==> src/rtl/booth_pp_accum.sv <==
// Sequential radix-4 Booth partial-product accumulator: one Booth digit per beat,
// LSB digit first, each digit times the latched multiplicand is shifted into place and summed.
module booth_pp_accum #(
    parameter int MBITS     = 12,
    parameter int NBITS     = 8,
    parameter int COUNTBITS = 4
) (
    input  logic                     clk,
    input  logic                     rst,
    input  logic                     start,
    input  logic [MBITS-1:0]         mpd,
    input  logic                     pp_valid,
    input  logic [2:0]               pp_digit,
    output logic                     pp_ready,
    output logic                     busy,
    output logic                     done,
    output logic                     err,
    output logic [MBITS+NBITS-1:0]   prod
);

    localparam int PBITS = MBITS + NBITS;
    localparam logic [COUNTBITS-1:0] LAST_DIGIT = COUNTBITS'(NBITS / 2 - 1);

    typedef enum logic [1:0] {
        IDLE,
        ACCUM,
        DONE
    } state_t;

    state_t                 state_q, state_d;
    logic [PBITS-1:0]       acc_q, acc_d;
    logic [MBITS-1:0]       mpd_q, mpd_d;
    logic [COUNTBITS-1:0]   count_q, count_d;
    logic                   err_q, err_d;

    logic                   beat;
    logic                   illegal;
    logic [PBITS-1:0]       mpd_ext;
    logic [PBITS-1:0]       multiple;
    logic [PBITS-1:0]       term;

    assign pp_ready = (state_q == ACCUM);
    assign busy     = (state_q == ACCUM);
    assign done     = (state_q == DONE);
    assign err      = err_q;
    assign prod     = acc_q;

    assign beat    = pp_valid & pp_ready;
    assign mpd_ext = {{NBITS{mpd_q[MBITS-1]}}, mpd_q};

    // Digit times multiplicand; illegal encodings contribute nothing but flag err.
    always_comb begin
        multiple = '0;
        illegal  = 1'b0;
        case (pp_digit)
            3'b000:  multiple = '0;
            3'b001:  multiple = mpd_ext;
            3'b010:  multiple = mpd_ext << 1;
            3'b111:  multiple = -mpd_ext;
            3'b110:  multiple = -(mpd_ext << 1);
            default: illegal  = 1'b1;
        endcase
    end

    assign term = multiple << {count_q, 1'b0};

    always_comb begin
        state_d = state_q;
        acc_d   = acc_q;
        mpd_d   = mpd_q;
        count_d = count_q;
        err_d   = err_q;
        case (state_q)
            IDLE, DONE: begin
                if (state_q == DONE) begin
                    state_d = IDLE;
                end
                if (start) begin
                    state_d = ACCUM;
                    mpd_d   = mpd;
                    acc_d   = '0;
                    count_d = '0;
                    err_d   = 1'b0;
                end
            end
            ACCUM: begin
                if (beat) begin
                    acc_d   = acc_q + term;
                    count_d = count_q + 1'b1;
                    if (illegal) begin
                        err_d = 1'b1;
                    end
                    if (count_q == LAST_DIGIT) begin
                        state_d = DONE;
                    end
                end
            end
            default: state_d = IDLE;
        endcase
    end

    always_ff @(posedge clk or posedge rst) begin
        if (rst) begin
            state_q <= IDLE;
            acc_q   <= '0;
            mpd_q   <= '0;
            count_q <= '0;
            err_q   <= 1'b0;
        end else begin
            state_q <= state_d;
            acc_q   <= acc_d;
            mpd_q   <= mpd_d;
            count_q <= count_d;
            err_q   <= err_d;
        end
    end

endmodule

==> config.mk <==
export PLATFORM = sky130hd
export DESIGN_NAME = booth_pp_accum
export DESIGN_NICKNAME = d
export VERILOG_FILES = /design/src/rtl/booth_pp_accum.sv
export SDC_FILE = /design/constraint.sdc
export NUM_CORES = 1
export LEC_CHECK = 0
export ABC_AREA = 0
export BUFFER_PORTS_ARGS = -buffer_cell sky130_fd_sc_hd__buf_2
export CORE_MARGIN = 2
export CORE_UTILIZATION = 45
export CTS_BUF_LIST = sky130_fd_sc_hd__clkbuf_2 sky130_fd_sc_hd__clkbuf_4 sky130_fd_sc_hd__clkbuf_8
export DETAILED_ROUTE_END_ITERATION = 10
export PLACE_DENSITY = 0.67
export SLEW_MARGIN = 20
export SYNTH_ARGS = -nofsm -noshare
export SYNTH_HDL_FRONTEND = slang
export SYNTH_SLANG_ARGS = --single-unit
==> constraint.sdc <==
create_clock -name clk -period 10.05 [get_ports clk]
set_input_delay 1.005 -clock clk [delete_from_list [all_inputs] [get_ports clk]]
set_output_delay 1.005 -clock clk [all_outputs]
set_load 0.1 [all_outputs]
==> flow_summary.yaml, run 1 <==
run_status:
  status: "complete, no violations"
clock_tree:
  insertion_delay_ns: 0.30
  ctsResizeCount: 0
  clk_pin_slew_worst_paths_ns: 0.09
  cts_max_level: 2
  post_cts_buffers: 0
  cts_buffers: 5
  clockBufferDepth: 2
  ctsHoldBuffers: 0
  clockRootBuffer: "clkbuf_8"
  cts_tree: "done"
  cts_sinks: 39
flow_run:
  drv_cap: 0
sta:
  max_freq_ghz: 0.1928
  rsz0062_at_grt: "no"
  fin_crit_ns: 5.186
  fin_crit_sh_pct: 51.60
  fin_hold_ws_ns: 0.4954
  slew_headroom_pct: 45.96
  tightest_slew_ns: 0.8044
  slew_violations: 0
  fin_ws_ns: 4.864
  setup_violations: 0
  finalHoldViolCount: 0
  fin_setup_tns_ns: 0
  skew_ns: 0.008619
synthesis:
  ys_seq_area_share_pct: 24.28
  synth_edf_count: 0
  synth.avg_cell_area_um2: 7.585
  yosys.area_share.simple_pct: 28.88
  yosys_warnings: 0
  synth_compound_area_share_pct: 24.96
  syn_area_mm2: 0.004020
  synth.distinct_cells: 73
  synth_top_family_by_area: "simple AND/OR/NAND/NOR gates"
  synth_ff_type: "dfrtp_1"
  synth.area.mux_share_pct: 3.610
  synthAdderAreaFrac_pct: 7.034
  syn_inst: 530
  async_flop_share_pct: 100.0
  ys_ff_latch: 39
  synthesis.nets: 571
  synth-xor-area-share_pct: 5.011
critical_path:
  critical_path_class: "in -> reg"
  cp_common_cell: "nor2_1"
  arrival_ns: 5.38
  cpLargestDelayFamily: "compound AO/OA/AOI/OAI gates"
  cp.required_ns: 10.25
  slowest_stage: "o31ai_1"
  crit_buf_inv: 1
  critPathLaunchType: "input port"
  regToRegSetupSlack_ns: 5.01
  path_cells: "buf_2 -> nor2_1 -> a31o_2 -> a31oi_1 -> o21ai_0 -> mux2i_1 -> nor2_1 -> a31oi_1 -> nor2_1 -> ha_1 -> o21a_1 -> o21a_1 -> o221ai_1 -> o211a_1 -> o31ai_1 -> a211oi_1 -> a211oi_1 -> a21bo_1"
  path_max_fanout: 29
  endpoint_kind: "register"
  slowest_delay_ns: 0.45
floorplanning:
  chipHeight_um: 98.52
  die_w_um: 98.52
  die-area_mm2: 0.009705
  start_util_pct: 46.32
  rows: 34
  core_mm2: 0.008678
  pin_count: 43
route:
  totalWireLength_um: 11220
  drt_iter0_drc: 370
  ant_nets: 0
  wire_per_inst_um: 17.34
  dr.pass1.iters: 5
  viasPerCell: 6.215
  drc: 0
  vias: 4021
placement:
  dp_cells: 639
  dp_hpwl_um: 8344
  portBuffers: 42
  pre_cts_slack_ns: 4.652
  gp_congestion: 0.9354
finish:
  final_cell_mix: "60 x nand2_1, 43 x nor2_1, 42 x buf_2, 39 x dfrtp_1, 37 x o21ai_0"
  drive_above_1_share_pct: 13.73
  stdcell_count: 647
  final_nets: 579
  area_growth_pct: 7.563
  antenna_cells: 0
  final_common_cell: "nand2_1"
global_routing:
  grt_first_pass_wirelength_um: 19070
  antenna_found_initial: 0
  grt_use_total_pct: 23.90
  gr-total-overflow: 0
  grt_max_degree: 41
  grt_pass1_vias: 3728
hold_path:
  hp-class: "reg -> reg"
-- cell type report --
type                    instances  area, µm²
well taps                     108      135.1
inverters                      17      63.81
repair buffers                 45      232.7
multi-input cells             430       2799
fillers                       878       4354
clock buffers                   6      82.58
clock inverters                 2      35.03
flip-flops and latches         39      975.9
-- path summary, 6_finish.rpt --
kind / from / endpoint / cells after the start
max in group asynchronous: rst / prod[7] / 3
worst min register to register: err / err / 2
worst max-delay path: pp_digit[2] / prod[19] / 18
min in group asynchronous: rst / err / 3
worst max register to register: mpd_q[0] / prod[19] / 18
worst min-delay path: err / err / 2
-- tightest hold or removal path, cell delays in order (launching register included) --
cell and delay, ns:
dfrtp_1 0.35, nand2_1 0.04, o21ai_0 0.06
-- cells in the mapped netlist, drive strengths merged (4+ instances only) --
library cell   n  share of area (%)
inv           15                1.4
xnor2         14                3.1
o21ai         37                4.6
nor2b         11                1.7
nor3          20                2.5
a22oi          5                1.4
nand2         61                5.7
o21a          11                2.1
xor2           9                2.0
buf            5               0.96
ha            21                6.5
and3           9                1.5
a211oi        15                2.8
or2            7                1.1
a21oi         16                2.0
or4            4               0.75
mux2           4                1.1
nand4          8                1.2
o211ai         4               0.75
nand3         30                3.7
nor4           6                1.3
or3            6               0.93
and2           4               0.62
o31ai         12                2.2
mux2i         10                2.5
nor2          43                4.0
a31oi          7                1.2
nand2b         5               0.78
clkbuf        39                3.7
dfrtp         39                 24
-- flip-flops by register name, summed over array words and instances, names as in the netlist --
name	count
err	1
state_q	2
count_q	4
mpd_q	12
prod	20
-- per-layer routing --
| metal | wire, µm | GRT usage (%) | part of all wire, % |
|---|---|---|---|
| met1 | 5399 | 36.63 | 48 |
| met2 | 4914 | 35.85 | 44 |
| met3 | 781 | 3.333 | 7.0 |
| met4 | 125 | 5.058 | 1.1 |
| met5 | 0 | 0 | 0 |
-- per-stage QoR --
stage / util [%] / instance area (µm²)
after floorplan: - / 4020
after global placement: 48.41 / 4202
after detailed placement: 48.41 / 4202
after CTS: 49.77 / 4319
after global routing: 49.83 / 4324
final: 49.83 / 4324
-- logic make-up (layout without fill, tap and decap cells) --
kind of cell | after synthesis | after routing
DFF | 39 | 39
adders and majority gates | 22 | 22
AOI/OAI and AO/OA | 143 | 143
and+or+nand+nor | 228 | 228
xor gates and xnor gates | 23 | 23
muxes | 14 | 14
buffers and inverters | 61 | 70
Power of run 1 is left out: the tool's default activity adds up to more than one toggle a clock period on the data nets, which glitch-free logic cannot reach.
==> run 2, diff against run 1 <==
- clock period: 10.05 -> 5.2 ns (I/O delays scaled with it)
==> flow_summary.yaml, run 2 (synthesized netlist as in run 1, its figures left out) <==
placement:
  gp_congestion: 0.9489
  dp_hpwl_um: 8427
  portBuffers: 42
sta:
  slew_headroom_pct: 56.85
  rsz0062_at_grt: "no"
  skew_ns: 0.008996
  fin_setup_tns_ns: 0
  setup_violations: 0
  tightest_slew_ns: 0.6443
  fin_crit_ns: 4.879
  max_freq_ghz: 0.2050
  slew_violations: 0
  fin_crit_sh_pct: 93.83
  finalHoldViolCount: 0
finish:
  fillers: 892
  final_common_cell: "nand2_1"
  antenna_cells: 0
  largest_reg_flops: 20
  final_nets: 587
  final_cell_mix: "61 x nand2_1, 43 x nor2_1, 42 x buf_2, 39 x dfrtp_1, 37 x o21ai_0"
  drive_above_1_share_pct: 15.54
  area_growth_pct: 8.715
critical_path:
  endpoint_kind: "register"
  slowest_stage: "or4_1"
  worstReg2RegEnd: "prod[19]"
  reg2reg_depth: 17
  crit_buf_inv: 0
  critPathLaunchType: "register"
  r2r_start: "mpd_q[3]"
  worstSetupPathDepth: 17
  arrival_ns: 5.07
  crit_end: "prod[19]"
  path_max_fanout: 11
  critical_path_class: "reg -> reg"
  startpoint: "mpd_q[3]"
  cpLargestDelayFamily: "compound AO/OA/AOI/OAI gates"
  slowest_delay_ns: 0.72
  cp_common_cell: "a211oi_1"
  cp.required_ns: 5.39
  regToRegSetupSlack_ns: 0.32
  path_cells: "or4_1 -> or4_1 -> and3_4 -> nand4_1 -> mux2i_1 -> mux2i_1 -> nor2_1 -> a211oi_1 -> ha_1 -> a21oi_1 -> nor2_1 -> o31ai_2 -> o211a_1 -> o31ai_1 -> a211oi_1 -> a211oi_1 -> a21bo_1"
route:
  viasPerCell: 6.212
  dr.pass1.iters: 5
  wire_per_inst_um: 17.36
  drt_iter0_drc: 290
  totalWireLength_um: 11370
  ant_nets: 0
  drc: 0
  vias: 4069
clock_tree:
  cts_sinks: 39
  cts_max_level: 2
  cts_tree: "done"
  ctsResizeCount: 0
  clk_pin_slew_worst_paths_ns: 0.08
  clockRootBuffer: "clkbuf_8"
  ctsHoldBuffers: 0
  cts_buffers: 5
  clockBufferDepth: 2
  insertion_delay_ns: 0.30
  post_cts_buffers: 0
floorplanning:
  die-area_mm2: 0.009705
  die_w_um: 98.52
  core_mm2: 0.008678
  rows: 34
  chipHeight_um: 98.52
  pin_count: 43
  start_util_pct: 46.32
hold_path:
  hp-class: "in -> async"
global_routing:
  grt_first_pass_wirelength_um: 19170
  gr-total-overflow: 0
  grt_use_total_pct: 23.64
  grt_max_degree: 40
  antenna_found_initial: 0
  grt_pass1_vias: 3899
run_status:
  status: "complete, no violations"
flow_run:
  drv_cap: 0
-- run 2: metal layers --
metal | vias to the layer above | global-route usage [%] | part of all wire [%]
met3 | 17 | 4.184 | 6.1
met2 | 134 | 36.11 | 44
met5 | - | 0 | 0
met4 | 0 | 6.849 | 1.6
met1 | 1948 | 34.34 | 48
li1 | 1970 | - | -
-- run 2: per-stage QoR --
step | util, % | instances | worst slack [ns] | cell area, µm² | hold WS (ns)
6_report | 50.36 | 655 | 0.3208 | 4370 | 0.3306
5_1_grt | 50.36 | 655 | 0.02455 | 4370 | 0.4094
4_1_cts | 50.13 | 655 | 0.3161 | 4350 | 0.3591
3_5_place_dp | 49.11 | 647 | 0.4770 | 4262 | 0.4863
3_3_place_gp | 49.11 | 647 | 0.5555 | 4262 | 0.4742
2_1_floorplan | - | 530 | 0.8929 | 4020 | 0.5333
-- run 2: worst min-delay path by stage --
stage / to / startpoint / slack [ns]
2_1_floorplan: mpd_q[9] / mpd_q[9] / 0.53
3_3_place_gp: err / err / 0.47
3_5_place_dp: err / err / 0.49
4_1_cts: prod[1] / rst / 0.36
5_1_grt: prod[1] / rst / 0.41
6_report: mpd_q[11] / rst / 0.33
-- run 2: worst min-delay path: cells and delay by family --
| kind | cells | cell delay [ns] |
|---|---|---|
| buffers and inverters | 3 | 0.56 |
-- run 2: cell type report --
| cell class | count | area (µm²) | share of cell area (%) |
|---|---|---|---|
| clock buffer | 6 | 76.32 | 1.746 |
| clock inverter | 2 | 12.51 | 0.2863 |
| inverter | 17 | 63.81 | 1.460 |
| multi-input combinational | 430 | 2814 | 64.39 |
| sequential | 39 | 975.9 | 22.33 |
| tap | 108 | 135.1 | 3.092 |
| timing repair buffer | 53 | 292.8 | 6.699 |
Power of run 2 is left out for the same reason.
